File: src/rtl/fp_pkg.sv
// Shared floating-point definitions for the sequential multiply/divide paths.
// The constants describe the IEEE-754 binary32 format.
package fp_pkg;

    localparam int K    = 23;
    localparam int E    = 8;
    localparam int BIAS = (1 << (E - 1)) - 1;

    // Canonical quiet NaN: sign 0, exponent all ones, fraction MSB set.
    localparam logic [E+K:0] QNAN = {1'b0, {E{1'b1}}, 1'b1, {(K-1){1'b0}}};

    typedef enum logic [1:0] {
        IDLE = 2'd0,
        MUL  = 2'd1,
        NORM = 2'd2
    } fp_state_e;

    // Operand-driven special result classes, resolved before NORM.
    typedef enum logic [1:0] {
        SPC_NONE = 2'd0,
        SPC_NAN  = 2'd1,
        SPC_INF  = 2'd2,
        SPC_ZERO = 2'd3
    } fp_spc_e;

endpackage

File: src/rtl/seq_mant_mul.sv
// Radix-2 shift-add unsigned multiplier: N steps, one bit of multiplier
// per cycle. done is high during the cycle of the final step, so the
// product register holds the full result right after that edge.
module seq_mant_mul #(
    parameter int N = 24
) (
    input  logic           clk,
    input  logic           rst_n,
    input  logic           start,
    input  logic [N-1:0]   mcand,
    input  logic [N-1:0]   mplier,
    output logic           busy,
    output logic           done,
    output logic [2*N-1:0] product
);

    localparam int CW = $clog2(N + 1);

    logic [CW-1:0]  cnt_q, cnt_d;
    logic [2*N-1:0] mcand_q, mcand_d;
    logic [N-1:0]   mplier_q, mplier_d;
    logic [2*N-1:0] acc_q, acc_d;
    logic           busy_q, busy_d;

    // Load operands on start, then shift-add one multiplier bit per cycle.
    always_comb begin
        cnt_d    = cnt_q;
        mcand_d  = mcand_q;
        mplier_d = mplier_q;
        acc_d    = acc_q;
        busy_d   = busy_q;
        if (busy_q) begin
            if (mplier_q[0]) begin
                acc_d = acc_q + mcand_q;
            end else begin
                acc_d = acc_q;
            end
            mcand_d  = mcand_q << 1;
            mplier_d = mplier_q >> 1;
            cnt_d    = cnt_q - CW'(1);
            busy_d   = (cnt_q != CW'(1));
        end else if (start) begin
            mcand_d  = {{N{1'b0}}, mcand};
            mplier_d = mplier;
            acc_d    = {(2*N){1'b0}};
            cnt_d    = CW'(N);
            busy_d   = 1'b1;
        end else begin
            busy_d   = 1'b0;
        end
    end

    // Iteration state registers.
    always_ff @(posedge clk or negedge rst_n) begin
        if (!rst_n) begin
            cnt_q    <= {CW{1'b0}};
            mcand_q  <= {(2*N){1'b0}};
            mplier_q <= {N{1'b0}};
            acc_q    <= {(2*N){1'b0}};
            busy_q   <= 1'b0;
        end else begin
            cnt_q    <= cnt_d;
            mcand_q  <= mcand_d;
            mplier_q <= mplier_d;
            acc_q    <= acc_d;
            busy_q   <= busy_d;
        end
    end

    assign busy    = busy_q;
    assign done    = busy_q && (cnt_q == CW'(1));
    assign product = acc_q;

endmodule

File: src/rtl/fp_multiply.sv
// Sequential IEEE-754 multiplier, round toward zero, flush-to-zero.
// Fixed latency regardless of operands: specials still run the datapath.
module fp_multiply
    import fp_pkg::*;
#(
    parameter int K = fp_pkg::K,
    parameter int E = fp_pkg::E
) (
    input  logic         clk,
    input  logic         rst_n,
    input  logic         start,
    input  logic [E+K:0] a,
    input  logic [E+K:0] b,
    output logic         ready,
    output logic         done,
    output logic [E+K:0] result
);

    localparam int          N         = K + 1;
    localparam logic [E+1:0] BIAS_X    = (E+2)'(BIAS);
    localparam logic [E+1:0] EXP_MAX_X = {2'b00, {E{1'b1}}};

    fp_state_e     state_q, state_d;
    fp_spc_e       spc_q, spc_d, spc_s;
    logic [E+K:0]  a_q, a_d, b_q, b_d;
    logic [E+K:0]  result_q, result_d, norm_s;
    logic          done_q, done_d, ready_q, ready_d;

    logic           mul_start_s, mul_busy_s, mul_done_s;
    logic [2*N-1:0] prod_s;

    logic                sign_s;
    logic [E-1:0]        ea_s, eb_s;
    logic                a_nan_s, b_nan_s, a_inf_s, b_inf_s, a_zero_s, b_zero_s;
    logic signed [E+1:0] exp_s;
    logic [K-1:0]        frac_s;
    logic                unused_s;

    assign mul_start_s = (state_q == IDLE) && start;

    seq_mant_mul #(.N(N)) u_mant_mul (
        .clk     (clk),
        .rst_n   (rst_n),
        .start   (mul_start_s),
        .mcand   ({|a[E+K-1:K], a[K-1:0]}),
        .mplier  ({|b[E+K-1:K], b[K-1:0]}),
        .busy    (mul_busy_s),
        .done    (mul_done_s),
        .product (prod_s)
    );

    assign sign_s   = a_q[E+K] ^ b_q[E+K];
    assign ea_s     = a_q[E+K-1:K];
    assign eb_s     = b_q[E+K-1:K];
    assign a_nan_s  = (&ea_s) && (|a_q[K-1:0]);
    assign b_nan_s  = (&eb_s) && (|b_q[K-1:0]);
    assign a_inf_s  = (&ea_s) && !(|a_q[K-1:0]);
    assign b_inf_s  = (&eb_s) && !(|b_q[K-1:0]);
    assign a_zero_s = ~|ea_s;
    assign b_zero_s = ~|eb_s;
    assign unused_s = ^{prod_s[K-1:0], mul_busy_s};

    // Classify the captured operands; subnormals count as zero.
    always_comb begin
        spc_s = SPC_NONE;
        if (a_nan_s || b_nan_s || (a_inf_s && b_zero_s) || (b_inf_s && a_zero_s)) begin
            spc_s = SPC_NAN;
        end else if (a_inf_s || b_inf_s) begin
            spc_s = SPC_INF;
        end else if (a_zero_s || b_zero_s) begin
            spc_s = SPC_ZERO;
        end else begin
            spc_s = SPC_NONE;
        end
    end

    // Normalise the finished product, truncate, and clamp the exponent.
    always_comb begin
        exp_s = $signed({2'b00, ea_s}) + $signed({2'b00, eb_s}) - $signed(BIAS_X)
              + $signed({{(E+1){1'b0}}, prod_s[2*K+1]});
        if (prod_s[2*K+1]) begin
            frac_s = prod_s[2*K:K+1];
        end else begin
            frac_s = prod_s[2*K-1:K];
        end
        if (exp_s >= $signed(EXP_MAX_X)) begin
            norm_s = {sign_s, {E{1'b1}}, {K{1'b0}}};
        end else if (exp_s <= $signed({(E+2){1'b0}})) begin
            norm_s = {sign_s, {(E+K){1'b0}}};
        end else begin
            norm_s = {sign_s, exp_s[E-1:0], frac_s};
        end
    end

    // Control FSM: accept in IDLE, iterate in MUL, publish in NORM.
    always_comb begin
        state_d  = state_q;
        spc_d    = spc_q;
        a_d      = a_q;
        b_d      = b_q;
        result_d = result_q;
        done_d   = 1'b0;
        case (state_q)
            IDLE: begin
                if (start) begin
                    a_d     = a;
                    b_d     = b;
                    state_d = MUL;
                end else begin
                    state_d = IDLE;
                end
            end
            MUL: begin
                spc_d = spc_s;
                if (mul_done_s) begin
                    state_d = NORM;
                end else begin
                    state_d = MUL;
                end
            end
            NORM: begin
                case (spc_q)
                    SPC_NAN:  result_d = QNAN;
                    SPC_INF:  result_d = {sign_s, {E{1'b1}}, {K{1'b0}}};
                    SPC_ZERO: result_d = {sign_s, {(E+K){1'b0}}};
                    default:  result_d = norm_s;
                endcase
                done_d  = 1'b1;
                state_d = IDLE;
            end
            default: begin
                state_d = IDLE;
            end
        endcase
        ready_d = (state_d == IDLE);
    end

    // Control and output registers; reset aborts any operation in flight.
    always_ff @(posedge clk or negedge rst_n) begin
        if (!rst_n) begin
            state_q  <= IDLE;
            spc_q    <= SPC_NONE;
            a_q      <= {(E+K+1){1'b0}};
            b_q      <= {(E+K+1){1'b0}};
            result_q <= {(E+K+1){1'b0}};
            done_q   <= 1'b0;
            ready_q  <= 1'b1;
        end else begin
            state_q  <= state_d;
            spc_q    <= spc_d;
            a_q      <= a_d;
            b_q      <= b_d;
            result_q <= result_d;
            done_q   <= done_d;
            ready_q  <= ready_d;
        end
    end

    assign ready  = ready_q;
    assign done   = done_q;
    assign result = result_q;

endmodule

File: config.mk
export PLATFORM = sky130hd
export DESIGN_NAME = fp_multiply
export DESIGN_NICKNAME = d
export VERILOG_FILES = /design/src/rtl/fp_pkg.sv /design/src/rtl/seq_mant_mul.sv /design/src/rtl/fp_multiply.sv
export SDC_FILE = /design/constraint.sdc
export NUM_CORES = 1
export LEC_CHECK = 0
export ABC_AREA = 1
export CAP_MARGIN = 20
export CORE_ASPECT_RATIO = 0.8
export CORE_MARGIN = 8
export CORE_UTILIZATION = 60
export DETAILED_ROUTE_END_ITERATION = 10
export GPL_ROUTABILITY_DRIVEN = 0
export HOLD_SLACK_MARGIN = 0.02
export MAX_ROUTING_LAYER = met4
export PLACE_DENSITY = 0.82
export SETUP_SLACK_MARGIN = 0.3
export SLEW_MARGIN = 10
export SYNTH_ARGS = -nofsm -noshare
export SYNTH_HDL_FRONTEND = slang
export SYNTH_SLANG_ARGS = --single-unit
File: constraint.sdc
create_clock -name clk -period 3.3 [get_ports clk]
set_input_delay 0.66 -clock clk [delete_from_list [all_inputs] [get_ports clk]]
set_output_delay 0.66 -clock clk [all_outputs]
set_load 0.05 [all_outputs]
==> results.ini <==
[outcome]
outcome = completed

[logic_synthesis]
synth_cell_types = 47
synth_area_um2 = 13500
syn_inst = 1816
ys.flop_type = dfrtp_1
ys_ff_latch = 228
avgSynthCellArea_um2 = 7.46
synth_warnings = 0
yosysSeqAreaShare_pct = 42.1
synth_edf_count = 0
synthArstFlopShare_pct = 100
synth_nets = 1954

[finish]
layout_commonest_cell = nand2_1
register_area_um2 = 5710
n_fill_cell = 1887
layout-drive-gt1-share_pct = 5.51
mostFrequentLayoutCells = 544 x nand2_1, 249 x inv_1, 227 x dfrtp_1
area_growth_pct = 15.7
multi_input_area_um2 = 6700
diodes = 0
fin_nets = 2046

[floorplanning]
io_pins = 101
die_height_um = 150
die-area_um2 = 27700
row_count = 49
coreArea_um2 = 22300
dieWidth_um = 184
start_util_pct = 60.7

[sta]
fin_ws_ns = 0.370
finalHoldViolCount = 0
fin_crit_ns = 2.93
rsz0062_at_grt = true
fmax_ghz = 0.341
drv_slew = 0
tightest_slew_ns = 0.811
tns_ns = 0
slew_headroom_pct = 45.8
setup_viol = 0
period_share_pct = 88.8
fin_skew_ns = 0.0213

[route]
initialDrtViolationCount = 1655
drc = 0
vias = 12971
postRouteAntennaNets = 0
wire_per_inst_um = 16.9
vias_per_cell = 5.82
first_pass_iters = 6
drt_wl_total_um = 37600

[worst_setup_path]
start_kind = flip-flop
arrival_ns = 3.35
worstPathCellList = inv_1 -> ha_1 -> inv_1 -> ha_1 -> fa_1 -> nand2_2 -> nand2_2 -> nand3_1 -> nand3b_1 -> nand2_1 -> inv_2 -> nor2_4 -> nand4_4 -> o21ai_2
critPathKind = flip-flop to flip-flop
worst_ep_required_time_ns = 3.72
slowest_stage = fa_1
worst-path-buf-inv = 3
crit_family = simple AND/OR/NAND/NOR gates
cp-end-kind = flip-flop
cp_max_fo = 11
cpPeakStageDelay_ns = 0.41

[global_route]
grt_pass1_wl_um = 59700
grt_pass1_vias = 11869
grt_max_degree = 92
track_usage_pct = 27.1
overflow = 0
antenna_found_initial = 0

[clocking]
cts_max_level = 1
cts_root_buf = clkbuf_16
clk_pin_slew_ns = 0.06
cts_sinks = 228
cts_buffers = 23
tritoncts = yes
clock_latency_ns = 0.52
cts_buffer_depth = 3
hold_buffers = 0

[power_and_ir_drop]
power.density_nw_per_um2 = 357
ir_worst_vdd_uv = 331
power_w = 0.00560
leakagePower_nw = 7.67

[min_path]
hold_class = primary input to async pin

[run]
maxCapViolations = 0

[place]
dp_slack_ns = 0.308
io_buffers = 100
dp.final_hpwl_um = 27500

## per-stage QoR
stage	area [um^2]	hold WS (ns)	util, %	std cells
after detailed placement	14900	0.469	66.6	2186
after CTS	15600	0.196	70.0	2226
after floorplan	13500	0.364	-	1816
after global placement	14900	0.466	66.6	2186
final	15700	0.162	70.2	2229
after global routing	15700	0.241	70.2	2229
## power breakdown
part           switching [W]  internal, W
logic              0.0000854    0.0000803
clock network        0.00109      0.00154
registers                  0      0.00279
total                0.00118      0.00442
## flip-flops by register name (all words and copies together), names as in the netlist
signal               cells
result                  32
done                     1
state_q                  2
u_mant_mul.mcand_q      48
a_q                     32
spc_q                    2
b_q                     32
u_mant_mul.mplier_q     24
u_mant_mul.busy          1
ready                    1
u_mant_mul.cnt_q         5
u_mant_mul.product      48
## path summary, 6_finish.rpt
check                           cells past startpoint  slack, ns               endpoint  startpoint
worst max-delay path                               14       0.37              result[5]     a_q[23]
worst min-delay path                                1       0.16  u_mant_mul.product[2]       rst_n
worst max register to register                     14       0.37              result[5]     a_q[23]
worst min register to register                      2       0.48              result[6]   result[6]
max in group asynchronous                           2       2.32                 b_q[1]       rst_n
min in group clk                                    2       0.48              result[6]   result[6]
## layout make-up
cell class / count / share of cell area (%)
clock buffers: 29 / 4.14
clock inverters: 11 / 0.711
inverters: 256 / 6.13
multi-input cells: 1283 / 42.7
flip-flops and latches: 228 / 36.4
well taps: 306 / 2.44
repair buffers: 116 / 7.43
## logic make-up (layout without fill, tap and decap cells)
logic type / count (synthesis) / in the layout / synth area share, %
AOI/OAI and AO/OA: 373 / 373 / 16.1
buffers and inverters: 307 / 412 / 8.70
adders and majority gates: 71 / 71 / 6.67
muxes: 10 / 10 / 0.739
xor gates and xnor gates: 3 / 3 / 0.194
and+or+nand+nor: 824 / 826 / 25.4
DFF: 228 / 228 / 42.1
## cells in the mapped netlist (19+ instances only)
cell type	number	area (um^2)
dfrtp_1	227	5680
nand2_1	544	2040
nand3_1	84	420
a21oi_1	99	495
o211ai_1	22	165
clkbuf_1	39	146
inv_1	250	938
ha_1	69	863
o21ai_2	21	184
o21ai_0	160	801
o22ai_1	25	156
o221ai_1	19	166
nor2_1	110	413
nand4_1	36	225
## worst register-to-register path: cells and delay by family (launching register included)
kind | cells | cell delay [ns]
buffers and inverters | 3 | 0.21
and+or+nand+nor | 7 | 1.17
adders and majority gates | 3 | 0.90
AOI/OAI and AO/OA | 1 | 0.21
DFF | 1 | 0.39
## timing repair
action,in CTS,in global routing
pin swaps,1,2
setup buffers,0,1
endpoints found under the hold margin,0,0
gates resized for setup,0,3
gates cloned,0,2
setup endpoints to repair,1,24
## routing by layer
metal	share of wire, %	vias up	track usage [%]
li1	-	6160	-
met1	44	6081	38.8
met2	43	625	40.0
met3	9.8	105	4.05
met4	2.7	0	6.40
met5	0	-	-
No activity file was read; power rests on OpenSTA's default activity.
